`src/rtl/alu_share_pkg.sv`:
```
// Shared types for the ALU share arbiter: FSM states, default widths and
// the default-width operation slot layout.
package alu_share_pkg;

    localparam int DW_DEF = 32;
    localparam int CW_DEF = 2;
    localparam int CNT_W  = 16;

    typedef enum logic [1:0] {
        IDLE  = 2'd0,
        ISSUE = 2'd1,
        RESP  = 2'd2
    } state_t;

    // Operation slot at default widths; the top re-declares it at its own widths.
    typedef struct packed {
        logic [DW_DEF-1:0] srcA;
        logic [DW_DEF-1:0] srcB;
        logic [CW_DEF-1:0] ctrl;
    } op_t;

endpackage

```
`src/rtl/rr_arbiter.sv`:
```
// Combinational round-robin arbiter. The search starts one past ptr and wraps,
// so the last winner ends up with the lowest priority. The pointer register
// lives in the parent.
module rr_arbiter #(
    parameter int NREQ = 2,
    parameter int IW   = (NREQ > 1) ? $clog2(NREQ) : 1
) (
    input  logic [NREQ-1:0] req,
    input  logic [IW-1:0]   ptr,
    output logic [NREQ-1:0] grant,
    output logic [IW-1:0]   idx
);

    logic [IW-1:0] cand;
    logic          found;

    // Walk ptr+1 .. ptr+NREQ (mod NREQ) and take the first requester that is set.
    always_comb begin
        grant = '0;
        idx   = '0;
        found = 1'b0;
        cand  = '0;
        for (int k = 1; k <= NREQ; k++) begin
            cand = IW'((int'(ptr) + k) % NREQ);
            if (!found && req[cand]) begin
                found       = 1'b1;
                grant[cand] = 1'b1;
                idx         = cand;
            end
        end
    end

endmodule

```
`src/rtl/alu_share_arbiter.sv`:
```
// Time-shares one combinational ALU between NREQ requesters. A request is
// latched into an op register, the ALU is driven from that register for one
// cycle, and the result is held until the owning requester takes it.
// Optional per-requester grant counters: define ALU_SHARE_STATS_EN.
module alu_share_arbiter
    import alu_share_pkg::*;
#(
    parameter int NREQ = 2,
    parameter int DW   = DW_DEF,
    parameter int CW   = CW_DEF
) (
    input  logic                 clk,
    input  logic                 rst,
    input  logic [NREQ-1:0]      req_valid,
    output logic [NREQ-1:0]      req_ready,
    input  logic [NREQ*DW-1:0]   req_srcA,
    input  logic [NREQ*DW-1:0]   req_srcB,
    input  logic [NREQ*CW-1:0]   req_ctrl,
    output logic [DW-1:0]        alu_srcA,
    output logic [DW-1:0]        alu_srcB,
    output logic [CW-1:0]        alu_ctrl,
    input  logic [DW-1:0]        alu_out,
    input  logic                 alu_zero,
    output logic [NREQ-1:0]      rsp_valid,
    input  logic [NREQ-1:0]      rsp_ready,
    output logic [DW-1:0]        rsp_data,
    output logic                 rsp_zero
`ifdef ALU_SHARE_STATS_EN
    ,
    output logic [NREQ*CNT_W-1:0] grant_cnt
`endif
);

    localparam int IW = (NREQ > 1) ? $clog2(NREQ) : 1;

    typedef struct packed {
        logic [DW-1:0] srcA;
        logic [DW-1:0] srcB;
        logic [CW-1:0] ctrl;
    } aluOp_t;

    state_t          stateReg, stateNext;
    aluOp_t          opReg;
    logic [IW-1:0]   ownerReg;
    logic [IW-1:0]   rrPtrReg;
    logic [DW-1:0]   rspDataReg;
    logic            rspZeroReg;

    logic [NREQ-1:0] grantVec;
    logic [IW-1:0]   grantIdx;
    logic            anyReq;
    logic            acceptEn;

    logic [DW-1:0]   srcAArr [NREQ];
    logic [DW-1:0]   srcBArr [NREQ];
    logic [CW-1:0]   ctrlArr [NREQ];

    // Unpack the flat request buses so the winner can be picked by index.
    for (genvar gi = 0; gi < NREQ; gi++) begin : gUnpack
        assign srcAArr[gi] = req_srcA[gi*DW +: DW];
        assign srcBArr[gi] = req_srcB[gi*DW +: DW];
        assign ctrlArr[gi] = req_ctrl[gi*CW +: CW];
    end

    assign anyReq = |req_valid;

    rr_arbiter #(
        .NREQ (NREQ),
        .IW   (IW)
    ) uArb (
        .req   (req_valid),
        .ptr   (rrPtrReg),
        .grant (grantVec),
        .idx   (grantIdx)
    );

    // Next state and request handshake; a result handshake may overlap a new accept.
    always_comb begin
        stateNext = stateReg;
        req_ready = '0;
        acceptEn  = 1'b0;
        case (stateReg)
            IDLE: begin
                req_ready = grantVec;
                if (anyReq) begin
                    acceptEn  = 1'b1;
                    stateNext = ISSUE;
                end
            end
            ISSUE: begin
                stateNext = RESP;
            end
            RESP: begin
                if (rsp_ready[ownerReg]) begin
                    if (anyReq) begin
                        req_ready = grantVec;
                        acceptEn  = 1'b1;
                        stateNext = ISSUE;
                    end else begin
                        stateNext = IDLE;
                    end
                end
            end
            default: stateNext = IDLE;
        endcase
    end

    // Result valid is decoded from state so reset clears it without waiting for a clock.
    always_comb begin
        rsp_valid = '0;
        if (stateReg == RESP) begin
            rsp_valid[ownerReg] = 1'b1;
        end
    end

    // State, op slot, owner/pointer and result buffer registers.
    always_ff @(posedge clk or posedge rst) begin
        if (rst) begin
            stateReg   <= IDLE;
            opReg      <= '0;
            ownerReg   <= '0;
            rrPtrReg   <= IW'(NREQ - 1);
            rspDataReg <= '0;
            rspZeroReg <= 1'b0;
        end else begin
            stateReg <= stateNext;
            if (acceptEn) begin
                opReg.srcA <= srcAArr[grantIdx];
                opReg.srcB <= srcBArr[grantIdx];
                opReg.ctrl <= ctrlArr[grantIdx];
                ownerReg   <= grantIdx;
                rrPtrReg   <= grantIdx;
            end
            if (stateReg == ISSUE) begin
                rspDataReg <= alu_out;
                rspZeroReg <= alu_zero;
            end
        end
    end

    // The ALU sees only the op register, so its inputs move only at an accept.
    assign alu_srcA = opReg.srcA;
    assign alu_srcB = opReg.srcB;
    assign alu_ctrl = opReg.ctrl;
    assign rsp_data = rspDataReg;
    assign rsp_zero = rspZeroReg;

`ifdef ALU_SHARE_STATS_EN
    logic [CNT_W-1:0] grantCntReg [NREQ];

    for (genvar gi = 0; gi < NREQ; gi++) begin : gStats
        // Saturating count of accepts for requester gi.
        always_ff @(posedge clk or posedge rst) begin
            if (rst) begin
                grantCntReg[gi] <= '0;
            end else if (req_valid[gi] && req_ready[gi] && (grantCntReg[gi] != {CNT_W{1'b1}})) begin
                grantCntReg[gi] <= grantCntReg[gi] + 1'b1;
            end
        end
        assign grant_cnt[gi*CNT_W +: CNT_W] = grantCntReg[gi];
    end
`endif

endmodule

```
`config.mk`:
```
export PLATFORM = sky130hd
export DESIGN_NAME = alu_share_arbiter
export DESIGN_NICKNAME = d
export VERILOG_FILES = /design/src/rtl/alu_share_pkg.sv /design/src/rtl/rr_arbiter.sv /design/src/rtl/alu_share_arbiter.sv
export SDC_FILE = /design/constraint.sdc
export NUM_CORES = 1
export LEC_CHECK = 0
export ABC_AREA = 1
export BUFFER_PORTS_ARGS = -buffer_cell sky130_fd_sc_hd__buf_2
export CAP_MARGIN = 20
export CORE_MARGIN = 8
export CORE_UTILIZATION = 45
export CTS_BUF_LIST = sky130_fd_sc_hd__clkbuf_2
export CTS_CLUSTER_SIZE = 10
export DETAILED_ROUTE_END_ITERATION = 8
export HOLD_SLACK_MARGIN = 0.03
export PLACE_DENSITY = 0.8
export SLEW_MARGIN = 20
export SYNTH_ARGS = -nofsm -noshare
export SYNTH_HDL_FRONTEND = slang
export SYNTH_SLANG_ARGS = --single-unit
```
`constraint.sdc`:
```
create_clock -name clk -period 4.58 [get_ports clk]
set_input_delay 0.916 -clock clk [delete_from_list [all_inputs] [get_ports clk]]
set_output_delay 0.916 -clock clk [all_outputs]
set_load 0.01 [all_outputs]
```
==> qor.txt <==
Status -> finished, final reports clean
Number of nets with antenna violations after routing -> 0
Top cells by count, synth -> nand2_1, dfrtp_1, mux2_2
Post-cts resize count -> 0
Root Buffer -> clkbuf_2
Initial Utilization -> 0.4647
CP endpoint kind -> output port
Busiest metal layer after global routing -> met2
RSZ-0062 raised after global routing -> no
Vias in the first global route -> 4689
Critical path arrival -> 2.19 ns
H-tree depth -> 3
CTS tree -> built
Reg2reg path depth -> 7
Port buffer count -> 273
Rel. slew slack -> 0.4618
Clk sinks -> 103
Sequential fraction of design power -> 0.392
Clock power frac -> 0.138
Syn nets -> 766
M1 GR Usage -> 0.2236
Largest net degree at the start of global routing -> 81
Max clock buf depth -> 2
Sequential area share after synthesis -> 0.5376
GRT Total Usage -> 0.2017
Share of cells above drive strength 1 -> 0.3958
Sw Share -> 0.4148
GRT met3 Usage -> 0.05952
Remaining Overflow, GRT -> 0
Cell count after synthesis -> 595
Hpwl dp -> 11240 um
Synthesis-stage register bit count -> 103
Endpoints failing hold -> 0
Fin crit period -> 3.102 ns
Layout Skew -> 0.05776 ns
Number of antenna violations at the first check in global routing -> 2
Post-CTS Setup Inserts -> 0
Pins Over Slew Limit -> 0
CTS clk-pin slew, worst paths -> 0.30 ns
Row cnt -> 37
Final setup viols -> 0
Vias -> 4612
Warnings from Yosys -> 0
First-pass GRT wire length -> 23490 um
Placed cell areas -> 0.006165 mm^2
Synthesized area per cell -> 8.062 um^2
Max Cap Viol -> 0
Clock insertion delay at the later pin of the skew report -> 0.57 ns
Final #Nets -> 1025
Die footprint -> 0.01422 mm^2
Wire per inst -> 14.87 um
Ys async rst share -> 1.000
# DRC -> 0
PwrDens -> 630.7 mW/mm^2
Most frequent cell after synthesis -> nand2_1
Layout overhead on the synthesized area -> 32.71%
Largest cells by area after synthesis -> dfrtp_1, nand2_1, mux2_2, buf_2, buf_6
Total CTS buffers -> 9
Die Span X -> 119.3 um
I/O Pins -> 274
Die Height -> 119.3 um
Maximum VDD drop -> 0.4494 mV
Worst Setup Start Kind -> input pin
LEAKAGE -> 3.886 nW
GR Util met2 -> 0.3649
Post-synth EDFFs -> 0
Pre-antenna DRT Iters -> 4
Total Wirelength -> 14830 um
Leading area contributor after synthesis -> dfrtp_1
Fill cells -> 973
Least-Margin Pin Slew -> 0.8045 ns
Share of the synthesized area in the top cell type -> 0.5321
Cts hold-fix bufs -> 0
Post-layout instance area -> 0.006366 mm^2
Switching pwr -> 1.666 mW
Top FF cell, synth -> dfrtp_1
Highest clock rate -> 322.4 MHz
Final Cycle Share -> 0.6772
Core Box Area -> 0.01032 mm^2
Crit path required time -> 3.66 ns
Critical path class -> input pin to output port
Logic pwr share -> 0.470
Mapped Area -> 0.004797 mm^2
Hold/Removal Path Class -> input pin to asynchronous set/reset pin
Via density -> 4.626
Final setup TNS -> 0 ns
Initial drt markers -> 296
Critical path peak fanout -> 67
Final weighted congestion in routability-driven placement -> 0.7728
Distinct cell type count after synthesis -> 16
Internal power -> 2.350 mW
[routing by layer]
metal,up-vias,wire length (um),part of all wire
met3,12,1075,0.073
met4,0,193,0.013
met5,-,0,0
met2,172,7783,0.52
met1,2106,5775,0.39
li1,2322,-,-
[cells in the final DEF (no fill, tap or decap), drive strengths merged]
cell type	Yosys	layout
nor2	4	4
mux2	33	33
clkbuf	0	9
clkinvlp	0	1
diode	0	2
buf	31	279
dfrtp	102	102
dfstp	1	1
nand2	408	408
o21ai	2	2
inv	8	11
or2	1	1
bufinv	0	3
nand3	5	5
[power groups by stage]
stage                     sequential [mW]  combinational, mW  clock [mW]
after floorplan                      1.79               1.00           0
after global placement               1.57               1.87           0
after detailed placement             1.59               1.93           0
after CTS                            1.57               1.93       0.568
after global routing                 1.63               2.09       0.609
final                                1.58               1.89       0.554
[kinds of logic after synthesis]
family	synth area share
compound gates	0.002087
buf+inv	0.05034
flops	0.5376
mux	0.07747
simple gates	0.3325
[critical path, stage by stage]
cell	delay (ns)
buf_2	0.11
nand2_1	0.06
nand2_2	0.05
inv_2	0.04
buf_4	0.53
nand3_1	0.25
inv_1	0.09
buf_2	0.13
[area by class of cell]
| cell class | count | area, um^2 | area share |
|---|---|---|---|
| clock inverter | 7 | 123.9 | 0.01946 |
| inverter | 8 | 32.53 | 0.005110 |
| tap | 136 | 170.2 | 0.02673 |
| timing repair buffer | 279 | 1431 | 0.2248 |
| antenna | 2 | 5.005 | 0.0007862 |
| clock buffer | 9 | 45.04 | 0.007075 |
| sequential | 103 | 2579 | 0.4051 |
| multi-input combinational | 453 | 1979 | 0.3109 |
[worst paths after layout]
check                                   from           end  slack (ns)
min in group clk                    rrPtrReg      rrPtrReg        0.50
worst min register to register      rrPtrReg      rrPtrReg        0.50
max in group asynchronous                rst      rrPtrReg        3.19
worst max-delay path            req_valid[0]  req_ready[1]        1.48
worst min-delay path                     rst  rsp_data[20]        0.29
worst max register to register      ownerReg  alu_srcA[23]        2.56
[flip-flops by register name, indices dropped and copies added (netlist names)]
register,cells
ownerReg,1
alu_ctrl,2
alu_srcA,32
rsp_zero,1
rsp_data,32
rrPtrReg,1
stateReg,2
alu_srcB,32
[stage by stage]
| stage | cells | total power [mW] | setup slack, ns | hold WS (ns) | utilization |
|---|---|---|---|---|---|
| after floorplan | 595 | 2.794 | 0.9618 | 0.4474 | - |
| after global placement | 978 | 3.445 | 1.511 | 0.4572 | 0.5971 |
| after detailed placement | 978 | 3.518 | 1.475 | 0.4595 | 0.5971 |
| after CTS | 994 | 4.068 | 1.472 | 0.4996 | 0.6135 |
| after global routing | 997 | 4.327 | 1.295 | 0.2277 | 0.6167 |
| final | 997 | 4.015 | 1.478 | 0.2937 | 0.6167 |
No activity file was read; power rests on OpenSTA's default activity.
